[src/rtl/uart_pkg.sv]
// uart_pkg: shared defaults, FSM states and strobe index helpers for the UART baud generator
package uart_pkg;
  localparam int OSR_DEF = 16;
  localparam int DIV_W_DEF = 12;
  localparam int FRAC_W_DEF = 4;
  typedef enum logic {IDLE, RUN} baud_state_t;
  localparam int SMP_EARLY_IDX = OSR_DEF / 2 - 2;
  localparam int SMP_MID_IDX = OSR_DEF / 2 - 1;
  localparam int SMP_LATE_IDX = OSR_DEF / 2;
  localparam int BIT_END_IDX = OSR_DEF - 1;
  function automatic int smp_early_idx(input int osr);
    return osr / 2 - 2;
  endfunction
  function automatic int smp_mid_idx(input int osr);
    return osr / 2 - 1;
  endfunction
  function automatic int smp_late_idx(input int osr);
    return osr / 2;
  endfunction
  function automatic int bit_end_idx(input int osr);
    return osr - 1;
  endfunction
endpackage

[src/rtl/uart_frac_acc.sv]
// uart_frac_acc: fractional divisor accumulator; carry stretches the current oversample period by one clock.
// Present only when UART_BAUD_FRAC_EN is defined.
`ifdef UART_BAUD_FRAC_EN
module uart_frac_acc import uart_pkg::*; #(
  parameter int FRAC_W = FRAC_W_DEF
) (
  input  logic              clk,
  input  logic              rst_b,
  input  logic              clear,
  input  logic              step,
  input  logic [FRAC_W-1:0] frac,
  output logic              carry
);
  logic [FRAC_W-1:0] acc;
  logic [FRAC_W:0] sum;
  assign sum = {1'b0, acc} + {1'b0, frac};
  assign carry = sum[FRAC_W];
  always_ff @(posedge clk or negedge rst_b)
    if (!rst_b) acc <= '0;
    else if (clear) acc <= '0;
    else if (step) acc <= sum[FRAC_W-1:0];
endmodule
`endif

[src/rtl/uart_baud_gen.sv]
// uart_baud_gen: oversampling baud tick generator with early/mid/late sample strobes and bit-end strobe.
// Define UART_BAUD_FRAC_EN to enable the fractional divisor accumulator.
module uart_baud_gen import uart_pkg::*; #(
  parameter int OSR = OSR_DEF,
  parameter int DIV_W = DIV_W_DEF,
  parameter int FRAC_W = FRAC_W_DEF
) (
  input  logic                    clk,
  input  logic                    rst_b,
  input  logic                    en,
  input  logic                    baud_clear,
  input  logic [DIV_W-1:0]        cfg_div_int,
  input  logic [FRAC_W-1:0]       cfg_div_frac,
  output logic                    os_tick,
  output logic                    smp_early,
  output logic                    smp_mid,
  output logic                    smp_late,
  output logic                    bit_tick,
  output logic [$clog2(OSR)-1:0]  os_cnt
);
  localparam int OW = $clog2(OSR);
  localparam logic [OW-1:0] EARLY = OW'(smp_early_idx(OSR));
  localparam logic [OW-1:0] MID = OW'(smp_mid_idx(OSR));
  localparam logic [OW-1:0] LATE = OW'(smp_late_idx(OSR));
  localparam logic [OW-1:0] LAST = OW'(bit_end_idx(OSR));
  baud_state_t state, state_nx;
  logic [DIV_W-1:0] cnt, cnt_nx, d;
  logic [OW-1:0] os_cnt_nx;
  logic load, reload, c;
  assign d = (cfg_div_int < DIV_W'(2)) ? DIV_W'(2) : cfg_div_int;
`ifdef UART_BAUD_FRAC_EN
  uart_frac_acc #(.FRAC_W(FRAC_W)) u_frac_acc (
    .clk   (clk),
    .rst_b (rst_b),
    .clear (load || !en),
    .step  (reload),
    .frac  (cfg_div_frac),
    .carry (c)
  );
`else
  logic unused_frac;
  assign unused_frac = ^cfg_div_frac;
  assign c = 1'b0;
`endif
  // baud_clear wins over a coincident reload, so its strobe is dropped
  always_comb begin
    load = en && (state == IDLE || baud_clear);
    reload = en && state == RUN && !baud_clear && cnt == '0;
    state_nx = en ? RUN : IDLE;
    cnt_nx = load ? d - DIV_W'(1) :
             reload ? d - DIV_W'(1) + DIV_W'(c) :
             (en && state == RUN) ? cnt - DIV_W'(1) : '0;
    os_cnt_nx = (load || !en) ? '0 :
                reload ? ((os_cnt == LAST) ? '0 : os_cnt + OW'(1)) : os_cnt;
  end
  always_ff @(posedge clk or negedge rst_b)
    if (!rst_b) begin
      state <= IDLE;
      cnt <= '0;
      os_cnt <= '0;
      os_tick <= 1'b0;
      smp_early <= 1'b0;
      smp_mid <= 1'b0;
      smp_late <= 1'b0;
      bit_tick <= 1'b0;
    end else begin
      state <= state_nx;
      cnt <= cnt_nx;
      os_cnt <= os_cnt_nx;
      os_tick <= reload;
      smp_early <= reload && os_cnt == EARLY;
      smp_mid <= reload && os_cnt == MID;
      smp_late <= reload && os_cnt == LATE;
      bit_tick <= reload && os_cnt == LAST;
    end
endmodule

[config.mk]
export PLATFORM = sky130hd
export DESIGN_NAME = uart_baud_gen
export DESIGN_NICKNAME = d
export VERILOG_FILES = /design/src/rtl/uart_pkg.sv /design/src/rtl/uart_frac_acc.sv /design/src/rtl/uart_baud_gen.sv
export SDC_FILE = /design/constraint.sdc
export NUM_CORES = 1
export LEC_CHECK = 0
export ABC_AREA = 1
export CAP_MARGIN = 20
export CORE_MARGIN = 10
export CORE_UTILIZATION = 40
export DETAILED_ROUTE_END_ITERATION = 12
export PLACE_DENSITY = 0.63
export SLEW_MARGIN = 20
export SYNTH_ARGS = -nofsm -noshare
export SYNTH_HDL_FRONTEND = slang
export SYNTH_SLANG_ARGS = --single-unit
[constraint.sdc]
create_clock -name clk -period 2.71 [get_ports clk]
set_input_delay 0.6775 -clock clk [delete_from_list [all_inputs] [get_ports clk]]
set_output_delay 0.6775 -clock clk [all_outputs]
set_load 0.01 [all_outputs]
# == Word level (Yosys, flattened, before mapping) ==
# Cells that the tools add are included.
# op_classes
mux,8
add_sub_neg,3
bitwise,1
n_mul,0
n_lt_le_gt_ge,1
n_eq_ne,4
reduce_logical,14
div_mod_pow,0
n_shift,0
# ops
cell,n
$mux W12,4
$sub A12 B1 Y12 const B,2
$logic_not A12 Y1,1
$lt A12 B2 Y1 const B,1
$mux W4,3
$eq A4 B3 Y1 const B,2
$eq A4 B4 Y1 const B,2
$logic_and A1 B1 Y1,8
$add A4 B1 Y4 const B,1
$logic_not A1 Y1,2
$logic_or A1 B1 Y1,2
$reduce_bool A2 Y1,1
$mux W1,1
$not A1 Y1,1
# totals
romBits,0
input_bits,20
latch_bits,0
ff_bits,22
mem_count,0
ram_bits,0

# == Logic depth before layout (Yosys ltp) ==
# logic_depth
ltp_word,5
ltp_mapped,13

# == Least setup slack after synthesis ==
# No wires, ideal clock.
# synth_timing
path_type,input to register
startpoint,input port cfg_div_int[3]
endpoint,register cnt[10]
stages,12
slack_ps,560
n_path_buf,0
arrival_ps,2022
t_required_ps,2582
path_cell_list,nor2_1 nand2_1 nor2_1 nand2_1 nand2_1 ha_1 nand3_1 nor3_1 nand2_1 xnor2_1 nand2_1 o21ai_0
# synth_between
elab_chain_cells,5
# synth_rtl
item,line_no,text
from (decl),uart_baud_gen.sv:12,"input logic [DIV_W-1:0] cfg_div_int,"
$lt A12 B2 Y1,uart_baud_gen.sv:30,assign d = (cfg_div_int < DIV_W'(2)) ? DIV_W'(2) : cfg_div_int;
$mux W12 *,uart_baud_gen.sv:30,
$sub A12 B1 Y12 *,"uart_baud_gen.sv:50, uart_baud_gen.sv:51",
$mux W12,uart_baud_gen.sv:51,reload ? d - DIV_W'(1) + DIV_W'(c) :
$mux W12 *,uart_baud_gen.sv:50,cnt_nx = load ? d - DIV_W'(1) :
named net cnt_nx[10],uart_baud_gen.sv:27,"logic [DIV_W-1:0] cnt, cnt_nx, d;"
to (signal assigned),uart_baud_gen.sv:68,cnt <= cnt_nx;
to (decl),uart_baud_gen.sv:27,
# Mark *: on every way through the listed nets, which the timed path passes. The rest lies on a longest branch.
# A chain may end at the register's enable or synchronous reset.

# == Final worst setup path ==
# layout_timing
startpoint,input port cfg_div_int[5]
endpoint,register cnt[8]
# Same word-level chain as after synthesis.

==> run_results.csv <==
group,metric,value,unit
run_status,status,"completed",
finish,n_antenna_cell,0,
synthesis,syn_nets,202,
critical_path,cp_slowest_stage_delay,0.50,ns
finish,finalInstanceArea,0.00176,sq mm
cts,tritoncts,"yes",
drt,drt_iter0_markers,39,
sta,maxSlewViolCount,0,
finish,area_growth,26.1,%
synthesis,ys_warn_count,0,
finish,regArea,551,sq um
sta,fmax,0.429,GHz
finish,multiInputGateArea,727,sq um
drt,wirelength,3.01,mm
critical_path,critPathRequiredTime,2.91,ns
worst_hold_path,hold_path.class,"reg2reg",
critical_path,crit_chain,"clkdlybuf4s50_1, inv_1, nand2_1, nor2_1, nand2_1, nand2_1, inv_1, ha_1, nand3_1, nor3_1, buf_4, xor2_1, o21ai_0",
synthesis,synth-edff-count,0,
synthesis,synth_cell_types,28,
cts,ctsHoldBuffers,0,
sta,tns,0,ns
drt,wl_met3,173,microns
critical_path,cp_common_cell,"nand2_1",
placement,numPortBuffers,24,
cts,cts_max_level,1,
drt,drc,0,
die,die_h,79.1,microns
drt,viasPerCell,4.78,
cts,cts.path.max_buffers,2,
global_route,grt.total_usage,0.0999,
synthesis,synth-main-ff-cell,"dfrtp_1",
drt,routed.top_layer,"met4",
critical_path,path_class,"in2reg",
critical_path,path_max_fanout,3,
run,cap_viol_max_count,0,
die,ios,29,
finish,nFillCells,351,
cts,ctsRootBufferMaster,"clkbuf_4",
drt,routed-via-count,1228,
critical_path,setup.reg_to_reg.worst_slack,0.91,ns
critical_path,arrival,2.53,ns
critical_path,ff2ff_path_depth,9,
sta,fin_crit_sh,0.860,
sta,tightest_slew,0.323,ns
worst_hold_path,holdCritStartpoint,"cnt[0]",
cts,post_cts_buffers,0,
synthesis,synth-seq-cells,22,
drt,wl_met2,1.47,mm
placement,place_hpwl,2.46,mm
synthesis,yosysSeqAreaShare,0.394,
drt,wl_met1,1.31,mm
sta,rsz0062_at_grt,"false",
power_and_ir_drop,p_leak,0.821,nW
critical_path,setup.worst_path.start_class,"input port",
finish,drive_gt1_frac,0.104,
global_route,antenna_found_initial,0,
placement,routabilityCongestion,0.871,
die,core-area,0.00336,sq mm
synthesis,synth.avg_cell_area,7.90,sq um
power_and_ir_drop,p_per_area,381,mW/mm^2
synthesis,netlist_area,0.00140,sq mm
die,die_area,0.00626,sq mm
drt,postRouteAntennaNets,0,
sta,report.final.setup_viol,0,
global_route,grt-ovfl-total,0,
worst_hold_path,hold_depth,1,
cts,clock_latency,0.31,ns
sta,post-route-min-period,2.33,ns
die,std_cell_rows,21,
cts,clock-sinks,22,
drt,drt-pass1-iter-count,4,
die,initial_core_util,0.416,
sta,fin_skew,0.00894,ns
placement,place_area,0.00174,sq mm
finish,layout.nets,238,
critical_path,r2r-end,"cnt[5]",
synthesis,syn_inst,177,
cts,path_clk_slew,0.12,ns
global_route,grt_first_pass_wirelength,5.20,mm
worst_hold_path,min_delay_worst_endpoint,"cnt[0]",
cts,cts_buffers,3,
sta,finalHoldViolations,0,
sta,slew_headroom,0.784,
critical_path,worst_path_max_delay_cell,"clkdlybuf4s50_1",
critical_path,r2r_start,"cnt[0]",
power_and_ir_drop,ir_drop,0.000118,V
die,die_w,79.1,microns
global_route,grt_max_degree,23,
synthesis,synthArstFlopShare,1.00,
cts,post_cts_resized,0,
drt,wl_per_cell,11.7,microns
global_route,grt_pass1_vias,1249,
critical_path,end_kind,"flop",
-- registers in the layout, summed over array words and instances, names as in the netlist --
| name | count |
|---|---|
| smp_early | 1 |
| os_tick | 1 |
| bit_tick | 1 |
| cnt | 12 |
| smp_mid | 1 |
| state | 1 |
| smp_late | 1 |
| os_cnt | 4 |
-- cells by family (layout without fill, tap and decap cells) --
kind of cell	count (synthesis)	after routing	synth area share
AND/OR/NAND/NOR	88	88	0.314
buffers and inverters	29	63	0.0859
AO/OA/AOI/OAI	22	22	0.0922
flip-flops	22	22	0.394
XOR/XNOR	11	11	0.0689
adder cells (fa/ha/maj)	5	5	0.0448
-- worst max-delay path, delay by kind of cell --
family,cells,cell delay [ns]
buffers and inverters,4,0.80
AND/OR/NAND/NOR,6,0.63
adder cells (fa/ha/maj),1,0.18
XOR/XNOR,1,0.16
AO/OA/AOI/OAI,1,0.09
-- synth_stat cells (3+ instances only) --
cell type / n / area, sq um
a21oi_1: 4 / 20.0
dfrtp_1: 22 / 551
ha_1: 5 / 62.6
inv_1: 28 / 105
nand2_1: 35 / 131
nand3_1: 12 / 60.1
nand4_1: 3 / 18.8
nor2_1: 21 / 78.8
nor3_1: 3 / 15.0
o21ai_0: 9 / 45.0
o22ai_1: 3 / 18.8
xnor2_1: 3 / 26.3
xor2_1: 8 / 70.1
-- worst max-delay path by stage --
| stage | from | slack (ns) | end | cells after the start |
|---|---|---|---|---|
| 6_report | cfg_div_int[5] | 0.38 | cnt[8] | 13 |
| 5_1_grt | cfg_div_int[9] | 0.16 | cnt[10] | 14 |
| 4_1_cts | cfg_div_int[3] | 0.37 | cnt[8] | 12 |
| 3_5_place_dp | cfg_div_int[5] | 0.03 | cnt[8] | 13 |
| 3_3_place_gp | cfg_div_int[9] | 0.07 | cnt[8] | 12 |
| 2_1_floorplan | cfg_div_int[3] | 0.56 | cnt[10] | 12 |
-- cells in the final DEF (no fill, tap or decap) --
cell,count
nand2_1,35
inv_1,28
clkdlybuf4s50_1,24
dfrtp_1,22
nor2_1,21
nand3_1,12
o21ai_0,9
xor2_1,8
buf_4,8
ha_1,5
a21oi_1,4
nor3_1,3
nand4_1,3
xnor2_1,3
o22ai_1,3
clkbuf_4,3
nor2_4,2
nor2_2,2
o211ai_1,2
nor4_1,2
o21ai_1,2
nor3b_1,2
nand4_4,1
nor3_2,1
nand3_4,1
nand2_2,1
nand2_4,1
or2_2,1
a31oi_2,1
o31ai_1,1
-- power by group --
part	switching [mW]	total, mW	internal [mW]
sequential	0.0175	0.363	0.345
combinational	0.0931	0.165	0.0723
clock	0.0922	0.144	0.0519
-- routing by layer --
layer  track usage  up-vias
met5             0        -
met3        0.0259        5
li1              -      641
met4        0.0466        0
met1         0.102      554
met2         0.184       28
-- per-stage QoR --
| stage | worst slack, ns | total power, mW | utilization | instances | hold slack, ns |
|---|---|---|---|---|---|
| after floorplan | 0.560 | 0.474 | - | 177 | 0.382 |
| after global placement | 0.0723 | 0.528 | 0.517 | 254 | 0.459 |
| after detailed placement | 0.0344 | 0.534 | 0.517 | 254 | 0.461 |
| after CTS | 0.369 | 0.678 | 0.524 | 257 | 0.481 |
| after global routing | 0.164 | 0.714 | 0.524 | 257 | 0.490 |
| final | 0.380 | 0.672 | 0.524 | 257 | 0.472 |
-- final cells by class --
type	instances	area share
Sequential cell	22	0.312
Timing Repair Buffer	32	0.170
Tap cell	46	0.0326
Multi-Input combinational cell	126	0.412
Clock buffer	3	0.0128
Inverter	28	0.0596
Note: power is estimated with default switching activity, not from simulation.
